<file path="src/rtl/fc_neuron_mac.sv">
// Two-stage multiply-accumulate for one fully-connected neuron: sum(x_k*w_k) + bias, one result per vector.
// Define FC_NEURON_MAC_SAT_EN to clamp each accumulation to the signed OUT_DATA_WIDTH range instead of wrapping.
module fc_neuron_mac #(
  parameter int IN_DATA_WIDTH  = 8,
  parameter int OUT_DATA_WIDTH = 32,
  parameter int CNT_WIDTH      = 16
) (
  input  logic                      i_clk,
  input  logic                      i_reset,
  input  logic                      i_valid,
  output logic                      o_ready,
  input  logic                      i_last,
  input  logic [IN_DATA_WIDTH-1:0]  i_data,
  input  logic [IN_DATA_WIDTH-1:0]  i_weight,
  input  logic [OUT_DATA_WIDTH-1:0] i_bias,
  output logic                      o_valid,
  input  logic                      i_ready,
  output logic [OUT_DATA_WIDTH-1:0] o_result,
  output logic [CNT_WIDTH-1:0]      o_beats
);

  localparam int PW = 2 * IN_DATA_WIDTH;

  typedef enum logic [1:0] {S_ACC, S_DRAIN, S_OUT} state_t;

  state_t                     state_q, state_d;
  logic                       accept;
  logic                       first_q;
  logic signed [PW-1:0]       p_q;
  logic                       p_valid_q, p_first_q, p_last_q;
  logic [OUT_DATA_WIDTH-1:0]  bias_q, acc_q, acc_d;
  logic [CNT_WIDTH-1:0]       cnt_q, cnt_d;
  logic                       valid_q;
  logic [OUT_DATA_WIDTH-1:0]  result_q;
  logic [CNT_WIDTH-1:0]       beats_q;
  logic [OUT_DATA_WIDTH-1:0]  base, addend, sum_raw;

  assign accept   = i_valid && o_ready;
  assign o_valid  = valid_q;
  assign o_result = result_q;
  assign o_beats  = beats_q;

  // Stage 2 arithmetic: restart from the latched bias on the first product of a vector.
  always_comb begin
    base    = p_first_q ? bias_q : acc_q;
    addend  = {{(OUT_DATA_WIDTH-PW){p_q[PW-1]}}, p_q};
    sum_raw = base + addend;
`ifdef FC_NEURON_MAC_SAT_EN
    if ((base[OUT_DATA_WIDTH-1] == addend[OUT_DATA_WIDTH-1]) &&
        (sum_raw[OUT_DATA_WIDTH-1] != base[OUT_DATA_WIDTH-1])) begin
      acc_d = base[OUT_DATA_WIDTH-1] ? {1'b1, {(OUT_DATA_WIDTH-1){1'b0}}}
                                     : {1'b0, {(OUT_DATA_WIDTH-1){1'b1}}};
    end else begin
      acc_d = sum_raw;
    end
`else
    acc_d = sum_raw;
`endif
    cnt_d = p_first_q ? {{(CNT_WIDTH-1){1'b0}}, 1'b1}
                      : cnt_q + {{(CNT_WIDTH-1){1'b0}}, 1'b1};
  end

  always_comb begin
    state_d = state_q;
    o_ready = 1'b0;
    case (state_q)
      S_ACC: begin
        o_ready = 1'b1;
        if (accept && i_last) state_d = S_DRAIN;
      end
      S_DRAIN: begin
        if (p_valid_q && p_last_q) state_d = S_OUT;
      end
      S_OUT: begin
        if (valid_q && i_ready) state_d = S_ACC;
      end
      default: state_d = S_ACC;
    endcase
  end

  always_ff @(posedge i_clk or posedge i_reset) begin
    if (i_reset) begin
      state_q   <= S_ACC;
      first_q   <= 1'b1;
      p_q       <= '0;
      p_valid_q <= 1'b0;
      p_first_q <= 1'b0;
      p_last_q  <= 1'b0;
      bias_q    <= '0;
      acc_q     <= '0;
      cnt_q     <= '0;
      valid_q   <= 1'b0;
      result_q  <= '0;
      beats_q   <= '0;
    end else begin
      state_q   <= state_d;
      p_valid_q <= accept;
      if (accept) begin
        p_q       <= $signed(i_data) * $signed(i_weight);
        p_first_q <= first_q;
        p_last_q  <= i_last;
        first_q   <= i_last;
        if (first_q) bias_q <= i_bias;
      end
      if (p_valid_q) begin
        acc_q <= acc_d;
        cnt_q <= cnt_d;
      end
      // The first S_OUT edge publishes the settled sum; results then hold until the handshake.
      if (state_q == S_OUT) begin
        if (!valid_q) begin
          valid_q  <= 1'b1;
          result_q <= acc_q;
          beats_q  <= cnt_q;
        end else if (i_ready) begin
          valid_q <= 1'b0;
        end
      end
    end
  end

endmodule

</file>
<file path="config.mk">
export PLATFORM = sky130hd
export DESIGN_NAME = fc_neuron_mac
export DESIGN_NICKNAME = d
export VERILOG_FILES = /design/src/rtl/fc_neuron_mac.sv
export SDC_FILE = /design/constraint.sdc
export NUM_CORES = 1
export LEC_CHECK = 0
export ABC_CLOCK_PERIOD_IN_PS = 5400
export BUFFER_PORTS_ARGS = -buffer_cell sky130_fd_sc_hd__buf_2
export CELL_PAD_IN_SITES_DETAIL_PLACEMENT = 1
export CELL_PAD_IN_SITES_GLOBAL_PLACEMENT = 1
export CORE_MARGIN = 2
export CORE_UTILIZATION = 48
export DETAILED_ROUTE_END_ITERATION = 8
export HOLD_SLACK_MARGIN = 0.06
export PLACE_DENSITY = 0.83
export SYNTH_ARGS = -nofsm -noshare
export SYNTH_HDL_FRONTEND = slang
export SYNTH_SLANG_ARGS = --single-unit
</file>
<file path="constraint.sdc">
create_clock -name i_clk -period 5.4 [get_ports i_clk]
set_input_delay 0.54 -clock i_clk [delete_from_list [all_inputs] [get_ports i_clk]]
set_output_delay 0.54 -clock i_clk [all_outputs]
set_load 0.01 [all_outputs]
</file>
======== Yosys cells after proc, flatten, opt, wreduce, memory -nomap -nowiden ========
Cells that the tools add are included.
word-level totals
  flip-flop bits (word level) ............. 151
  input bits .............................. 53
  logic and storage cells ................. 38
operators by class
  add/sub/neg operators ................... 2
  multipliers ............................. 1
  eq/ne operators ......................... 5
  mux-type cells .......................... 9
  bitwise gates (word level) .............. 1
  reduce and logical (&&, ||, !) cells .... 8
operators by type and width
  operator                                              number
  adder 32 bit                                          1
  two-way mux 32 bit                                    1
  adder 16 x 1 -> 16 bit (second input constant)        1
  multiplier 8 x 8 -> 16 bit                            1
  two-way mux 16 bit                                    1
  two-way mux 2 bit                                     3
  inequality test 2 bit (second input constant)         3
  case mux 2 bit (3 select lines)                       1
  logical AND 1 bit                                     4
  AND reduction 2 bit                                   2
  two-way mux 1 bit                                     3
  AND reduction 3 bit                                   1
  equality test 2 x 1 -> 1 bit (second input constant)  1
  equality test 2 bit (second input constant)           1
  zero test 2 bit                                       1
  inverter 1 bit                                        1

======== Longest topological paths before layout ========
Gate-level depths: netlist of run 1.
  word-level depth ........................ 6
  gate-level depth with buffers ........... 19
  depth with buffers taken out ............ 19

======== Worst setup path before layout of run 1 ========
No wires, ideal clock.
  kind .................................... input -> register
  from .................................... input i_weight[4]
  to ...................................... register p_q[14]
  data arrival time ....................... 4.544 ns
  data required time ...................... 5.280 ns
  setup slack ............................. 0.736 ns
  stages on the path ...................... 18
  path through ............................ and2_1 fa_1 inv_1 fa_1 inv_1 fa_1 inv_1 fa_1 inv_1 ha_1 o21ai_0 a21boi_0 o21ai_0 a21oi_1 o21ai_0 a211oi_1 or3_1 a31o_2
on the way
  cells in the longest elaborated chain, start to end .. 1
ends and longest elaborated chain
  element                     line  source
  start, declared             14    input logic [IN_DATA_WIDTH-1:0] i_weight,
  multiplier 8 x 8 -> 16 bit  99    p_q <= $signed(i_data) * $signed(i_weight);
  end signal, assigned        99
  end, declared               29    logic signed [PW-1:0] p_q;
Every way passes these cells.
A chain may end at the register's enable or synchronous reset.

======== Worst setup path in the final report of run 1 ========
Ends and elaborated chain as after synthesis.

==> results of run 1 <==
synth_stat cells (all sizes together) (3+ instances only):
cell type  instances  area share (%)
nand4              6            0.37
o21bai             6            0.45
a31oi              4            0.25
clkbuf            13            0.58
o21a               4            0.30
xor2              19             1.6
a21o              17             1.3
o31ai              3            0.22
nand3              8            0.40
nand2             64             2.4
nor2              46             1.7
and2              46             2.9
inv              100             3.7
fa                56              11
o211ai             3            0.22
a211oi             5            0.42
and3               8            0.52
ha                61             7.6
buf                9            0.37
a21oi             36             2.1
nand2b             7            0.43
a21boi             3            0.22
xnor2             33             2.9
mux2             134              15
or3                5            0.32
nor3               5            0.25
o21ai             38             1.9
dfrtp            150              37
layout make-up:
| class | count | area, um2 |
|---|---|---|
| Antenna cell | 1 | 2.50 |
| Clock buffer | 21 | 460 |
| Clock inverter | 11 | 170 |
| Fill cell | 2272 | 9270 |
| Inverter | 101 | 384 |
| Multi-Input combinational cell | 646 | 5870 |
| Sequential cell | 151 | 3780 |
| Tap cell | 275 | 344 |
| Timing Repair Buffer | 107 | 548 |
state kept, by name (all words and copies together) (netlist names), 2 cells and up:
register	count
acc_q	32
bias_q	32
cnt_q	16
o_beats	16
o_result	32
p_q	16
state_q	2
cells by family after synthesis:
logic type               Yosys count  share of synthesized area [%]
AO/OA/AOI/OAI                    135                           9.32
adder cells (fa/ha/maj)          117                           18.6
XOR/XNOR                          52                           4.58
buffers and inverters            123                           4.70
flip-flops                       151                           37.4
AND/OR/NAND/NOR                  206                           10.2
multiplexers                     136                           15.1
power groups by stage:
stage | clock (mW) | combinational [mW] | sequential (mW)
final | 1.27 | 4.48 | 2.03
after global routing | 1.34 | 4.96 | 2.09
after CTS | 1.29 | 4.52 | 2.03
after detailed placement | 0 | 4.36 | 2.03
after global placement | 0 | 4.12 | 1.99
after floorplan | 0 | 3.40 | 1.89
critical path, stage by stage:
cell and delay [ns]:
buf_2 0.15, and2_1 0.18, fa_1 0.53, inv_1 0.05, fa_1 0.48, inv_1 0.06, fa_1 0.53, inv_1 0.05
fa_1 0.52, inv_1 0.04, ha_1 0.33, o21ai_0 0.12, a21boi_0 0.16, o21ai_0 0.23, a21oi_1 0.12, o21ai_0 0.26
a211oi_1 0.14, or3_1 0.34, a31o_2 0.25
layer usage:
| layer | vias up | GRT usage (%) | part of all wire [%] |
|---|---|---|---|
| met5 | - | 0 | 0.028 |
| met4 | 2 | 7.71 | 2.0 |
| met3 | 40 | 2.91 | 3.0 |
| met2 | 119 | 43.6 | 54 |
| met1 | 3584 | 27.6 | 41 |
| li1 | 3320 | - | - |
worst paths after layout:
check                                  from           to  slack [ns]
worst max-delay path            i_weight[4]      p_q[14]        0.64
worst max register to register    p_first_q    acc_q[30]        1.05
worst min register to register     p_last_q     p_last_q        0.49
max in group asynchronous           i_reset    acc_q[21]        3.92
min in group i_clk               i_bias[23]   bias_q[23]        0.34
worst min-delay path                i_reset  o_result[2]        0.31
==> out/results.ini, run 1 <==
[clocking]
clock_sinks=151
cts.htree.levels=4
cts_tree=built
insertion_delay_ns=0.44
postCtsHoldBufs=0
root_buffer=clkbuf_16
path_clk_slew_ns=0.06
cts.repair.resized=0
post_cts_buffers=0
clockBufferDepth=2
cts_buffers=17

[cells_and_area]
fin_nets=1194
most-common-layout-cells=dfrtp_1 (149), mux2_2 (134), buf_2 (102)
drive_gt1_share_pct=28.8
area_delta_synth_final_pct=14.3
fin_cells=1313
stdcell_area_mm2=0.0116
layout_commonest_cell=dfrtp_1
fin_util_pct=55.5

[drt]
firstDrtPassIters=4
postRouteAntennaNets=0
drtIter0Drc=135
wire_per_inst_um=19.0
finalWirelength_mm=24.9
vias=7065
vias_per_cell=5.38
drc=0

[power_and_ir_drop]
peakVddDrop_mv=0.324
p_leak_nw=5.58
pwr_density_cell_mw_per_mm2=673
clockPowerShare_pct=16.3
seq_power_share_pct=26.1
intPower_mw=4.50
power_mw=7.78
pwr-share-comb_pct=57.5
switchingPower_mw=3.29
switching_share_pct=42.2

[sta]
setup_viol=0
hold_viol=0
rsz0062_at_grt=false
fin_crit_ns=4.76
skew_ns=0.00726
max_slew_margin_pct=20.2
fin_tns_setup_ns=0
tightest_slew_ns=1.20
max_freq_mhz=210
whs_ns=0.314
setup_ws_ns=0.636
fin_crit_sh_pct=88.2
drv_slew=0

[yosys]
synth_area_mm2=0.0101
ys_seq_elements=151
synthCells=920
synth-async-reset-ratio_pct=100
synth_fp_nets=1090
syn_avg_cell_area_um2=11.0
synth_ff_type=dfrtp_1
synth-edff-count=0
ys_warn_count=0
yosysSeqAreaShare_pct=37.4
synth_cell_types=65

[floorplan]
initial_core_util_pct=48.5
die-area_mm2=0.0222
fp-row-count=53
fp.dieH_um=149
io_pins=103
die_w_um=149
core_area_mm2=0.0208

[grt]
grt_antenna_before_repair=1
grt_usage_pct=23.3
grt_pass1_wl_mm=40.6
grt_max_degree=102
grt_overflow=0
first_global_vias=7935

[placed_design]
io_buffers=102
dp_hpwl_mm=17.9
dp_slack_ns=0.171
placed_cell_area_mm2=0.0109
globalplace.congestion=0.830
dp.cells=1280

[setup_path]
crit_required_ns=5.73
rr_worst_depth=13
critPathArrivalTime_ns=5.09
cp-start-kind=primary input
crit_type=primary input to register
path_max_fanout=8
crit_path_end_kind=register

[job]
maxCapViolations=0

[min_path]
worstHoldPathType=primary input to asynchronous set/reset pin

[outcome]
run_status=completed

(Power assumes the default switching activity.)
==> run 2, diff against run 1 <==
--- a/config.mk
+++ b/config.mk
@@ -5,14 +5,16 @@
 export SDC_FILE = /design/constraint.sdc
 export NUM_CORES = 1
 export LEC_CHECK = 0
+export ABC_AREA = 1
 export ABC_CLOCK_PERIOD_IN_PS = 5400
-export BUFFER_PORTS_ARGS = -buffer_cell sky130_fd_sc_hd__buf_2
 export CELL_PAD_IN_SITES_DETAIL_PLACEMENT = 1
 export CELL_PAD_IN_SITES_GLOBAL_PLACEMENT = 1
 export CORE_MARGIN = 2
 export CORE_UTILIZATION = 48
 export DETAILED_ROUTE_END_ITERATION = 8
+export DONT_BUFFER_PORTS = 1
 export HOLD_SLACK_MARGIN = 0.06
+export MAX_ROUTING_LAYER = met4
 export PLACE_DENSITY = 0.83
 export SYNTH_ARGS = -nofsm -noshare
 export SYNTH_HDL_FRONTEND = slang
==> run 2 against run 1 <==
Sequential share of layout area shrank 1.4 points. Critical endpoint is now p_q[10]. Die area grew 10%. Clock power grew 3%. Highest routed layer is now met4. Design area grew 4.4%. Routed wire length grew 30%. Sequential power shrank 44%. Count of clock-buffer cells in the layout shrank 4. Register-to-register slack gained 1.0 ns. Fmax grew 14%. Power shrank 55%. Non-clock buffer count shrank 102.
==> out/results.ini, run 2 <==
[cells_and_area]
seq_area_mm2=0.00378
most-common-layout-cells=nand2_1 (471), inv_1 (313), dfrtp_1 (149)
fin_cells=1821
multiInputGateArea_mm2=0.00604
area_delta_synth_final_pct=7.91
stdcell_area_mm2=0.0121
fin_nets=1665
layout_commonest_cell=nand2_1
fin_util_pct=53.0
drive_gt1_share_pct=6.10
diodes=0
n_fill_cell=2898

[yosys]
synth-edff-count=0
yosysMostFrequentCell=nand2_1
synth_ff_type=dfrtp_1
ys_top_cells_by_area=dfrtp_1 (34%), nand2_1 (16%), inv_1 (11%)
synthCells=1517
synth_cell_types=35
synth_area_mm2=0.0112
ys_top_cells_by_count=nand2_1 (472), inv_1 (314), dfrtp_1 (150)
synth-async-reset-ratio_pct=100
ys_seq_elements=151
synth_fp_nets=1687
ys_warn_count=0
syn_avg_cell_area_um2=7.37
synth.largest_area_cell=dfrtp_1
yosysSeqAreaShare_pct=33.8
synth_top_area_share_pct=33.6

[setup_path]
path_max_fanout=8
cp-start-kind=primary input
rr_worst_depth=13
slowest_stage=fa_1
crit_path_end_kind=register
crit_path_start=i_weight[7]
cp_top_family=adder cells
path_cells=inv_1 -> or2_2 -> fa_1 -> fa_1 -> inv_1 -> fa_1 -> inv_1 -> fa_1 -> inv_1 -> ha_1 -> a21oi_1 -> o21ai_0 -> a21oi_1 -> or2_2 -> a31oi_1
cpPeakStageDelay_ns=0.54
rrSetupSlack_ns=2.06
crit_required_ns=5.76
endpoint=p_q[10]
rr_endpoint=acc_q[30]
critPathArrivalTime_ns=4.54
path_buf_inv=4
r2r-start=p_first_q
crit_type=primary input to register
cp.depth=15

[outcome]
run_status=completed

[clocking]
cts_buffers=17
postCtsHoldBufs=0
cts.repair.resized=0
cts_tree=built
insertion_delay_ns=0.44
clockBufferDepth=2
clock_sinks=151
post_cts_buffers=0
cts.htree.levels=4
path_clk_slew_ns=0.07
root_buffer=clkbuf_16

[sta]
setup_ws_ns=1.21
whs_ns=0.173
max_slew_margin_pct=39.7
tightest_slew_ns=0.904
setup_viol=0
fin_crit_sh_pct=77.6
fin_crit_ns=4.19
fin_tns_setup_ns=0
skew_ns=0.0116
max_freq_mhz=239
rsz0062_at_grt=false
drv_slew=0
hold_viol=0

[placed_design]
dp.cells=1789
dp_slack_ns=0.765
globalplace.congestion=0.894
dp_hpwl_mm=24.5
placed_cell_area_mm2=0.0114
io_buffers=0

[drt]
finalWirelength_mm=32.5
firstDrtPassIters=5
postRouteAntennaNets=0
vias_per_cell=5.31
wire_per_inst_um=17.8
vias=9667
drc=0
drtIter0Drc=602

[floorplan]
fp-row-count=55
die-area_mm2=0.0245
core_area_mm2=0.0228
fp.dieH_um=157
die_w_um=157
io_pins=103
initial_core_util_pct=49.1

[grt]
grt_overflow=0
grt_pass1_wl_mm=52.9
grt_max_degree=100
grt_antenna_before_repair=0
grt_usage_pct=28.5
first_global_vias=10300

[min_path]
worstHoldPathType=primary input to asynchronous set/reset pin

[power_and_ir_drop]
power_mw=3.49
p_leak_nw=6.72
pwr_density_cell_mw_per_mm2=289
peakVddDrop_mv=0.225

[job]
maxCapViolations=0

==> run 2: worst min path at each step <==
stage | endpoint | start | slack (ns)
5_1_grt | o_beats[14] | i_reset | 0.24
2_1_floorplan | acc_q[18] | acc_q[18] | 0.45
4_1_cts | o_beats[14] | i_reset | 0.21
3_5_place_dp | acc_q[24] | acc_q[24] | 0.47
6_report | o_beats[14] | i_reset | 0.17
3_3_place_gp | first_q | first_q | 0.46
==> run 2: worst register-to-register path: stages (launching register included) <==
cell,delay [ns]
dfrtp_2,0.79
buf_4,0.42
o21ai_0,0.31
ha_1,0.48
nand2_1,0.11
inv_1,0.08
nand2_1,0.09
nor3_1,0.35
and2_1,0.19
nand2_1,0.07
nand2_1,0.08
nand2_1,0.04
nand3_1,0.16
nand2_1,0.07
==> run 2: cell families after synthesis <==
family	count (synthesis)	synth area share [%]
buffers and inverters	361	12.2
xor gates and xnor gates	16	1.25
DFF	151	33.8
adders and majority gates	117	16.8
muxes	34	3.42
AOI/OAI and AO/OA	180	8.39
and+or+nand+nor	658	24.1
==> run 2: routing by layer <==
metal | wire (um) | global-route usage, % | up-vias | share of wire [%]
met4 | 412 | 6.16 | 0 | 1.3
met5 | 0 | - | - | 0
met1 | 14400 | 36.2 | 4832 | 44
li1 | - | - | 4601 | -
met3 | 1690 | 4.87 | 36 | 5.2
met2 | 16000 | 48.0 | 198 | 49
==> run 2: cell type report <==
type | instances | area share (%)
Inverter | 315 | 9.84
Tap cell | 313 | 3.24
Clock buffer | 17 | 3.52
Timing Repair Buffer | 5 | 0.311
Sequential cell | 151 | 31.3
Clock inverter | 15 | 1.72
Multi-Input combinational cell | 1005 | 50.0
==> run 2: where the power goes <==
part | leakage, nW | switching, mW | internal [mW] | total (mW)
Clock | 0.309 | 0.562 | 0.750 | 1.31
Sequential | 2.08 | 0 | 1.13 | 1.13
Combinational | 4.33 | 0.663 | 0.384 | 1.05
Total | 6.72 | 1.22 | 2.26 | 3.49
==> run 3, diff against run 2 <==
==> config.mk (replaced) <==
export PLATFORM = sky130hd
export DESIGN_NAME = fc_neuron_mac
export DESIGN_NICKNAME = d
export VERILOG_FILES = /design/src/rtl/fc_neuron_mac.sv
export SDC_FILE = /design/constraint.sdc
export NUM_CORES = 1
export LEC_CHECK = 0
export ABC_AREA = 0
export ABC_CLOCK_PERIOD_IN_PS = 3800
export CELL_PAD_IN_SITES_DETAIL_PLACEMENT = 1
export CELL_PAD_IN_SITES_GLOBAL_PLACEMENT = 1
export CORE_MARGIN = 2
export CORE_UTILIZATION = 47
export DETAILED_ROUTE_END_ITERATION = 8
export DONT_BUFFER_PORTS = 1
export HOLD_SLACK_MARGIN = 0.06
export MAX_ROUTING_LAYER = met4
export PLACE_DENSITY = 0.79
export SYNTH_ARGS = -nofsm -noshare
export SYNTH_HDL_FRONTEND = slang
export SYNTH_SLANG_ARGS = --single-unit
==> constraint.sdc (replaced) <==
create_clock -name i_clk -period 3.8 [get_ports i_clk]
set_input_delay 0.38 -clock i_clk [delete_from_list [all_inputs] [get_ports i_clk]]
set_output_delay 0.38 -clock i_clk [all_outputs]
set_load 0.01 [all_outputs]
==> run 3 against run 2 <==
The run now ends with negative setup slack left. Sequential power grew to 2.5 times the previous value. Sequential cell count did not move. Combinational power rose to 6.3 times the previous value. Critical endpoint is now p_q[14]. Largest cell class unchanged.
==> out/results.ini, run 3 (synthesis results as in run 1) <==
[outcome]
run_status=finished, violations left
violations=negative setup slack

[clocking]
root_buffer=clkbuf_16
path_clk_slew_ns=0.06
cts.htree.levels=4
cts_tree=built
clockBufferDepth=2
clock_sinks=151
insertion_delay_ns=0.42
cts_buffers=17

[sta]
setup_viol=3
hold_viol=0
max_freq_mhz=259
rsz0062_at_grt=true
fin_crit_ns=3.87
setup_ws_ns=-0.0655
fin_tns_setup_ns=-0.112
tightest_slew_ns=1.03
skew_ns=0.00772
drv_slew=0
max_slew_margin_pct=31.0
fin_crit_sh_pct=102

[setup_path]
crit_path_start=i_weight[1]
crit_path_end_kind=register
cp-start-kind=primary input
path_buf_inv=2
path_cells=and2_1 -> ha_1 -> fa_1 -> inv_2 -> fa_1 -> fa_1 -> inv_1 -> ha_4 -> nor2b_1 -> o21ai_2 -> a21boi_2 -> o21ai_2 -> a21oi_2 -> o21ai_2 -> a211oi_2 -> or3_1 -> a31o_2
r2r-start=p_first_q
cpPeakStageDelay_ns=0.56
path_max_fanout=8
cp_top_family=adder cells
slowest_stage=fa_1
crit_type=primary input to register
critPathArrivalTime_ns=4.18
crit_required_ns=4.11

[drt]
firstDrtPassIters=4
vias_per_cell=5.42
finalWirelength_mm=22.8
vias=6731
postRouteAntennaNets=0
wire_per_inst_um=18.3
drtIter0Drc=136
drc=0

[job]
maxCapViolations=0

[floorplan]
fp-row-count=53
fp.dieH_um=151
die-area_mm2=0.0227
core_area_mm2=0.0211
die_w_um=151
initial_core_util_pct=47.9
io_pins=103

[min_path]
worstHoldPathType=primary input to asynchronous set/reset pin

[placed_design]
globalplace.congestion=0.852
io_buffers=0
dp_hpwl_mm=16.9
dp_slack_ns=-0.594
placed_cell_area_mm2=0.0108
dp.cells=1208

[cells_and_area]
drive_gt1_share_pct=28.0
area_delta_synth_final_pct=13.2
n_fill_cell=2251
stdcell_area_mm2=0.0114
fin_cells=1243
diodes=0
most-common-layout-cells=dfrtp_1 (148), mux2_2 (134), inv_1 (91)
layout_commonest_cell=dfrtp_1
fin_nets=1125

[grt]
grt_overflow=0
first_global_vias=7566
grt_max_degree=152
grt_usage_pct=22.0
grt_antenna_before_repair=0
grt_pass1_wl_mm=38.2

[power_and_ir_drop]
pwr_density_cell_mw_per_mm2=977
p_leak_nw=5.30
peakVddDrop_mv=0.374

-- run 3: cell types whose count changed in the layout (fill, tap and decap cells not counted), moves of 8 or more --
cell     delta
a21o_1     +12
o21ai_0    -93
mux2_2    +100
nor3_1     -11
nor2_1     -22
a21oi_1     -9
inv_1     -222
nand4_1     -8
buf_4      +31
xnor2_1    +21
xor2_1     +14
nand3_1    -58
and2_1     +36
nand2_1   -408
-- run 3: cell type report --
type	count	area [um2]	area share, %
Multi-Input combinational cell	646	6040	52.8
Clock inverter	13	145	1.27
Inverter	101	385	3.37
Sequential cell	151	3780	33.1
Timing Repair Buffer	38	302	2.64
Tap cell	275	344	3.01
Clock buffer	19	443	3.87
-- run 3: stage by stage --
stage	power, mW	utilization, %	hold slack [ns]
floorplan	7.69	-	0.439
global placement	9.03	51.0	0.461
detailed placement	9.32	51.0	0.464
CTS	11.2	54.0	0.0702
global route	12.2	54.3	0.0966
finish	11.2	54.3	0.0691
-- run 3: power by group --
part | total (mW) | leakage (nW) | internal (mW) | switching, mW
Combinational | 6.61 | 3.13 | 3.26 | 3.35
Clock | 1.68 | 0.280 | 0.990 | 0.689
Sequential | 2.88 | 1.88 | 2.29 | 0.597
Total | 11.2 | 5.30 | 6.54 | 4.64
-- run 3: final timing paths --
path	end	slack [ns]	cells after the start
max	p_q[14]	-0.07	17
min	o_beats[14]	0.07	2
max reg2reg	acc_q[21]	0.27	13
min reg2reg	p_last_q	0.48	2
max in group asynchronous	acc_q[14]	3.12	2
min in group i_clk	p_last_q	0.08	2
-- run 3: routing by layer --
metal | vias to the layer above | global-route usage [%] | share of wire [%]
li1 | 3196 | - | -
met1 | 3407 | 25.5 | 42
met2 | 100 | 39.5 | 53
met3 | 28 | 3.24 | 2.9
met4 | 0 | 6.73 | 1.7
met5 | - | - | 0
-- run 3: worst reg2reg max path, stage by stage (launching register included) --
cell and delay [ns]:
dfrtp_2 0.48, buf_4 0.23, mux2i_1 0.37, inv_1 0.09, ha_1 0.32, a211oi_1 0.28
o21a_1 0.28, a21oi_2 0.11, o2bb2ai_4 0.21, nor2_1 0.07, a21boi_0 0.31, o21ai_0 0.22
xor2_1 0.18, mux2_2 0.27
-- run 3: what timing repair did --
action                     CTS  global route
pin swaps                   11            13
setup endpoints to repair    2             9
gates resized for setup     10             8
gates cloned                 0             0
setup buffers                1             2
hold buffers                 0             0
